[src/rtl/regfile_sb_if.sv]
`default_nettype none
// +----------------------------------------------------------------------+
// | Module      : regfile_sb_if                                          |
// | Description : Read/write/issue bundle between the decode/writeback   |
// |               stages and the register file with scoreboard.          |
// | Revision    : 1.0 - initial release                                  |
// +----------------------------------------------------------------------+
interface regfile_sb_if #(
  parameter int WIDTH = 16,
  parameter int DEPTH = 8
);
  localparam int AW = $clog2(DEPTH);

  logic [AW-1:0]    ra1;
  logic [AW-1:0]    ra2;
  logic [WIDTH-1:0] rd1;
  logic [WIDTH-1:0] rd2;
  logic             busy1;
  logic             busy2;
  logic             we;
  logic [AW-1:0]    wa;
  logic [WIDTH-1:0] wd;
  logic             issue;
  logic [AW-1:0]    issue_addr;
  logic             any_busy;

  // Pipeline side: drives addresses, write and issue requests.
  modport master (
    output ra1, ra2, we, wa, wd, issue, issue_addr,
    input  rd1, rd2, busy1, busy2, any_busy
  );

  // Register file side.
  modport slave (
    input  ra1, ra2, we, wa, wd, issue, issue_addr,
    output rd1, rd2, busy1, busy2, any_busy
  );
endinterface
`default_nettype wire

[src/rtl/regfile_sb.sv]
`default_nettype none
// +----------------------------------------------------------------------+
// | Module      : regfile_sb                                             |
// | Description : DEPTH x WIDTH register file, two combinational read    |
// |               ports, one synchronous write port, and a one-bit-per-  |
// |               register pending-write scoreboard for RAW detection.   |
// |               Optional macro REGFILE_BYPASS_EN adds write-through    |
// |               forwarding from the write port to both read ports.     |
// | Revision    : 1.0 - initial release                                  |
// +----------------------------------------------------------------------+
module regfile_sb #(
  parameter int WIDTH    = 16,
  parameter int DEPTH    = 8,
  parameter int ZERO_REG = 1
) (
  input  wire logic        clk,
  input  wire logic        reset,
  regfile_sb_if.slave      bus
);
  localparam int AW = $clog2(DEPTH);

  logic [WIDTH-1:0] r_mem [DEPTH];
  logic [DEPTH-1:0] r_busy;

  logic             w_wr_ok;
  logic             w_is_ok;
  logic [WIDTH-1:0] w_rd1;
  logic [WIDTH-1:0] w_rd2;
  logic             w_busy1;
  logic             w_busy2;

  // An address is live when it maps to a real register that is not the
  // hardwired zero; everything else reads 0/not-busy and drops writes.
  function automatic logic addr_ok(input logic [AW-1:0] a);
    return (32'(a) < 32'(DEPTH)) && !((ZERO_REG != 0) && (a == '0));
  endfunction

  assign w_wr_ok = bus.we    && addr_ok(bus.wa);
  assign w_is_ok = bus.issue && addr_ok(bus.issue_addr);

  // Storage and scoreboard update; the issue assignment comes last so a
  // same-address write+issue leaves the new producer pending.
  always_ff @(posedge clk) begin
    if (reset) begin
      for (int i = 0; i < DEPTH; i++) begin
        r_mem[i] <= '0;
      end
      r_busy <= '0;
    end else begin
      if (w_wr_ok) begin
        r_mem[bus.wa]  <= bus.wd;
        r_busy[bus.wa] <= 1'b0;
      end
      if (w_is_ok) begin
        r_busy[bus.issue_addr] <= 1'b1;
      end
    end
  end

  // Combinational read ports, masked to zero for dead addresses.
  always_comb begin
    w_rd1   = '0;
    w_rd2   = '0;
    w_busy1 = 1'b0;
    w_busy2 = 1'b0;
    if (addr_ok(bus.ra1)) begin
      w_rd1   = r_mem[bus.ra1];
      w_busy1 = r_busy[bus.ra1];
    end
    if (addr_ok(bus.ra2)) begin
      w_rd2   = r_mem[bus.ra2];
      w_busy2 = r_busy[bus.ra2];
    end
`ifdef REGFILE_BYPASS_EN
    // Forward the in-flight write; its producer is resolving this cycle,
    // and a same-cycle issue only shows up after the edge.
    if (w_wr_ok && (bus.wa == bus.ra1)) begin
      w_rd1   = bus.wd;
      w_busy1 = 1'b0;
    end
    if (w_wr_ok && (bus.wa == bus.ra2)) begin
      w_rd2   = bus.wd;
      w_busy2 = 1'b0;
    end
`else
    // Read-before-write: same-cycle reads of wa see the old contents.
`endif
  end

  assign bus.rd1      = w_rd1;
  assign bus.rd2      = w_rd2;
  assign bus.busy1    = w_busy1;
  assign bus.busy2    = w_busy2;
  assign bus.any_busy = |r_busy;
endmodule
`default_nettype wire

[src/flat_wrapper.sv]
// flat-port wrapper written by rule: the top's interface ports become plain ports
module regfile_sb_flat 
#(
  parameter int WIDTH    = 16,
  parameter int DEPTH    = 8,
  parameter int ZERO_REG = 1
)
  (clk, reset, bus_ra1, bus_ra2, bus_we, bus_wa, bus_wd, bus_issue, bus_issue_addr, bus_rd1, bus_rd2, bus_busy1, bus_busy2, bus_any_busy);
  regfile_sb_if #(.WIDTH(WIDTH), .DEPTH(DEPTH)) bus_i ();
  input  wire logic clk;
  input  wire logic reset;
  input wire logic [$bits(bus_i.ra1)-1:0] bus_ra1;
  input wire logic [$bits(bus_i.ra2)-1:0] bus_ra2;
  input wire logic [$bits(bus_i.we)-1:0] bus_we;
  input wire logic [$bits(bus_i.wa)-1:0] bus_wa;
  input wire logic [$bits(bus_i.wd)-1:0] bus_wd;
  input wire logic [$bits(bus_i.issue)-1:0] bus_issue;
  input wire logic [$bits(bus_i.issue_addr)-1:0] bus_issue_addr;
  output wire logic [$bits(bus_i.rd1)-1:0] bus_rd1;
  output wire logic [$bits(bus_i.rd2)-1:0] bus_rd2;
  output wire logic [$bits(bus_i.busy1)-1:0] bus_busy1;
  output wire logic [$bits(bus_i.busy2)-1:0] bus_busy2;
  output wire logic [$bits(bus_i.any_busy)-1:0] bus_any_busy;
  assign bus_i.ra1 = bus_ra1;
  assign bus_i.ra2 = bus_ra2;
  assign bus_i.we = bus_we;
  assign bus_i.wa = bus_wa;
  assign bus_i.wd = bus_wd;
  assign bus_i.issue = bus_issue;
  assign bus_i.issue_addr = bus_issue_addr;
  assign bus_rd1 = bus_i.rd1;
  assign bus_rd2 = bus_i.rd2;
  assign bus_busy1 = bus_i.busy1;
  assign bus_busy2 = bus_i.busy2;
  assign bus_any_busy = bus_i.any_busy;
  regfile_sb #(.WIDTH(WIDTH), .DEPTH(DEPTH), .ZERO_REG(ZERO_REG)) u_core (.clk(clk), .reset(reset), .bus(bus_i));
endmodule
[config.mk]
export PLATFORM = sky130hd
export DESIGN_NAME = regfile_sb_flat
export DESIGN_NICKNAME = d
export VERILOG_FILES = /design/src/rtl/regfile_sb_if.sv /design/src/rtl/regfile_sb.sv /design/src/flat_wrapper.sv
export SDC_FILE = /design/constraint.sdc
export NUM_CORES = 1
export LEC_CHECK = 0
export BUFFER_PORTS_ARGS = -buffer_cell sky130_fd_sc_hd__buf_2
export CORE_UTILIZATION = 31
export DETAILED_ROUTE_END_ITERATION = 12
export MAX_ROUTING_LAYER = met4
export PLACE_DENSITY = 0.58
export SLEW_MARGIN = 25
export SYNTH_ARGS = -nofsm -noshare
export SYNTH_HDL_FRONTEND = slang
export SYNTH_SLANG_ARGS = --single-unit
[constraint.sdc]
create_clock -name clk -period 4.05 [get_ports clk]
set_clock_uncertainty 0.2 [all_clocks]
set_input_delay 0.81 -clock clk [delete_from_list [all_inputs] [get_ports clk]]
set_output_delay 0.81 -clock clk [all_outputs]
set_load 0.03 [all_outputs]
==> out/results.tsv <==
stage	metric	value	unit
yosys	synth_cells	521	
cts	clk_latency	0.41	ns
routing	antenna_left	0	
routing	drtPass1Iterations	7	
yosys	ys_seq_area_share	53.1	%
sta	fmax	293	MHz
routing	vias_per_cell	5.39	
routing	routed_wl	19100	um
cts	cts-resized-gates	0	
cells_and_area	syn2layout_area_growth	17.9	%
critical_path	ff2ff_path_depth	2	
power_and_ir_drop	power.density	437	mW/mm^2
global_route	grtUsageTotal	18.6	%
global_route	grt_max_degree	35	
critical_path	crit_path_frequent_cell	buf_2	
place	pre_cts_ws	0.642	ns
job	drv_cap	0	
critical_path	slowest_stage	a311oi_1	
place	port_buffers	66	
routing	routedWlPerCell	21.7	um
global_route	overflow	0	
power_and_ir_drop	peakVddDrop	0.000289	V
cells_and_area	drive_gt1_share	29.1	%
place	hpwl	12100	um
power_and_ir_drop	p_total	0.00342	W
cts	clockBufferDepth	2	
sta	relSlewSlack	42.4	%
hold_path	hp-class	reg -> reg	
floorplanning	start_util	31.6	%
critical_path	critical_path_arrival	2.40	ns
critical_path	timing.rr.start	u_core.r_busy[6]	
sta	rsz0062_at_grt	no	
floorplanning	die_area	0.0220	mm^2
yosys	syn_area	0.00663	mm^2
routing	drtIter0Drc	450	
floorplanning	pin_count	67	
critical_path	worstPathRequired	3.04	ns
critical_path	slowest_delay	0.41	ns
hold_path	hold_depth	1	
power_and_ir_drop	p_leak	2.89	nW
critical_path	r2r_slack	3.07	ns
critical_path	critPathKind	in -> out	
critical_path	cp_num_buf_inv	3	
sta	fin_ws	0.640	ns
routing	remaining_drc_errors	0	
sta	slew_violations	0	
cells_and_area	final_nets	621	
floorplanning	core_area	0.0210	mm^2
critical_path	path_cells	buf_2, nand2b_1, buf_4, a211oi_1, a311oi_1, buf_2	
sta	setup_viol	0	
cts	path_clk_slew	0.06	ns
cts	numCtsBuffers	17	
hold_path	hold_end	u_core.r_busy[0]	
critical_path	crit_fanout	19	
cts	post_cts_buffers	0	
floorplanning	die-width	148	um
sta	setup_tns	0	ns
yosys	avgSynthCellArea	12.7	um^2
critical_path	r2r-end	u_core.r_busy[6]	
floorplanning	die_h	148	um
critical_path	cp-end-kind	output port	
sta	worst_pin_slew	0.861	ns
hold_path	min_from	u_core.r_busy[0]	
cts	cts-root-buf	clkbuf_16	
cts	holdBufCountCts	0	
critical_path	crit_path_start_kind	primary input	
cts	htreeDepth	4	
run_status	status	finished clean	
global_route	antenna_found_initial	2	
yosys	synth-seq-cells	120	
place	gp_congestion	0.788	
cts	clkSinkCount	120	
sta	fin_crit_sh	84.2	%
yosys	yosysUniqueCellTypes	36	
yosys	ys_warn_count	0	
critical_path	cp_top_family	buffers and inverters	
global_route	grt_pass1_vias	4837	
sta	layout_min_cycle_time	3.41	ns
sta	holdWs	0.284	ns
global_route	grt_pass1_wl	29000	um
sta	hold_violations	0	
cts	cts_tree	built	
yosys	synth_nets	553	
routing	vias	4736	
floorplanning	rows	53	
layout by cell type (no fill, tap or decap), types with 6 or more instances in the layout:
| master | synthesis | final |
|---|---|---|
| a211oi_1 | 17 | 17 |
| a221oi_1 | 49 | 49 |
| a311oi_1 | 17 | 17 |
| and2_1 | 109 | 109 |
| buf_2 | 10 | 66 |
| buf_4 | 9 | 25 |
| clkbuf_16 | 0 | 17 |
| dfxtp_1 | 8 | 8 |
| edfxtp_1 | 112 | 112 |
| mux2_2 | 34 | 34 |
| mux2i_1 | 51 | 51 |
| nor2b_1 | 22 | 22 |
| nor3_4 | 6 | 6 |
| o21ai_1 | 3 | 9 |
layer usage:
metal / track usage (%) / vias up / routed length, um
li1: - / 2167 / -
met1: 22.2 / 2377 / 8110
met2: 31.1 / 161 / 9600
met3: 2.91 / 31 / 914
met4: 8.20 / 0 / 449
met5: - / - / 0
sequential cells by signal, indices dropped and copies added, names as in the netlist:
name / cells
u_core.r_mem: 112
u_core.r_busy: 8
cell families after synthesis:
family	Yosys count	synth area share, %
buffers and inverters	49	4.56
AND/OR/NAND/NOR	163	16.5
multiplexers	85	13.5
AO/OA/AOI/OAI	104	12.4
flip-flops	120	53.1
worst reg2reg max path, cell delays in order, from the launching register on:
cell     delay (ns)
dfxtp_1        0.39
o21ai_0        0.13
a21oi_1        0.19
synthesized netlist by cell type (all sizes together):
library cell | instances | area share, %
and2 | 113 | 11
edfxtp | 112 | 51
mux2i | 51 | 7.7
a221oi | 49 | 6.5
mux2 | 34 | 5.8
buf | 29 | 3.4
nor2b | 22 | 2.1
a211oi | 17 | 1.9
a311oi | 17 | 2.2
clkbuf | 15 | 0.92
o21ai | 12 | 0.91
dfxtp | 8 | 2.4
nand2 | 6 | 0.38
nor3 | 6 | 1.5
a21oi | 5 | 0.38
inv | 5 | 0.28
nand2b | 4 | 0.45
nand3 | 4 | 0.30
nor4 | 3 | 0.51
and2b | 2 | 0.23
o31ai | 2 | 0.23
a22o | 1 | 0.13
a31oi | 1 | 0.094
nand4 | 1 | 0.094
nor2 | 1 | 0.057
nor3b | 1 | 0.11
worst max-delay path by stage:
stage | end | slack, ns | from | cells past startpoint
floorplan | bus_rd2[10] | 0.77 | bus_ra2[2] | 6
global placement | bus_rd2[14] | 0.67 | bus_ra2[1] | 6
detailed placement | bus_rd2[11] | 0.64 | bus_ra2[1] | 6
CTS | bus_rd2[11] | 0.61 | bus_ra2[1] | 6
global route | bus_rd2[9] | 0.54 | bus_ra2[0] | 6
finish | bus_rd2[11] | 0.64 | bus_ra2[1] | 6
final cells by class:
| type | count | area (um^2) |
|---|---|---|
| fillers | 1980 | 13200 |
| flip-flops and latches | 120 | 3520 |
| multi-input cells | 352 | 2810 |
| repair buffers | 93 | 549 |
| clock buffers | 17 | 425 |
| well taps | 275 | 344 |
| clock inverters | 15 | 143 |
| inverters | 5 | 18.8 |
| diodes | 2 | 5.00 |
power by group:
group          switching (W)  internal, W  total, W
Combinational       0.000315     0.000166  0.000480
Sequential         0.0000430      0.00144   0.00148
Clock               0.000601     0.000855   0.00146
per-stage QoR:
step	instance area [um^2]	std cells	utilization (%)
CTS	7800	876	37.1
floorplan	6630	521	-
detailed placement	7240	844	34.4
global placement	7240	844	34.4
finish	7820	879	37.2
global route	7820	879	37.2
Note: power is estimated with default switching activity, not from simulation.
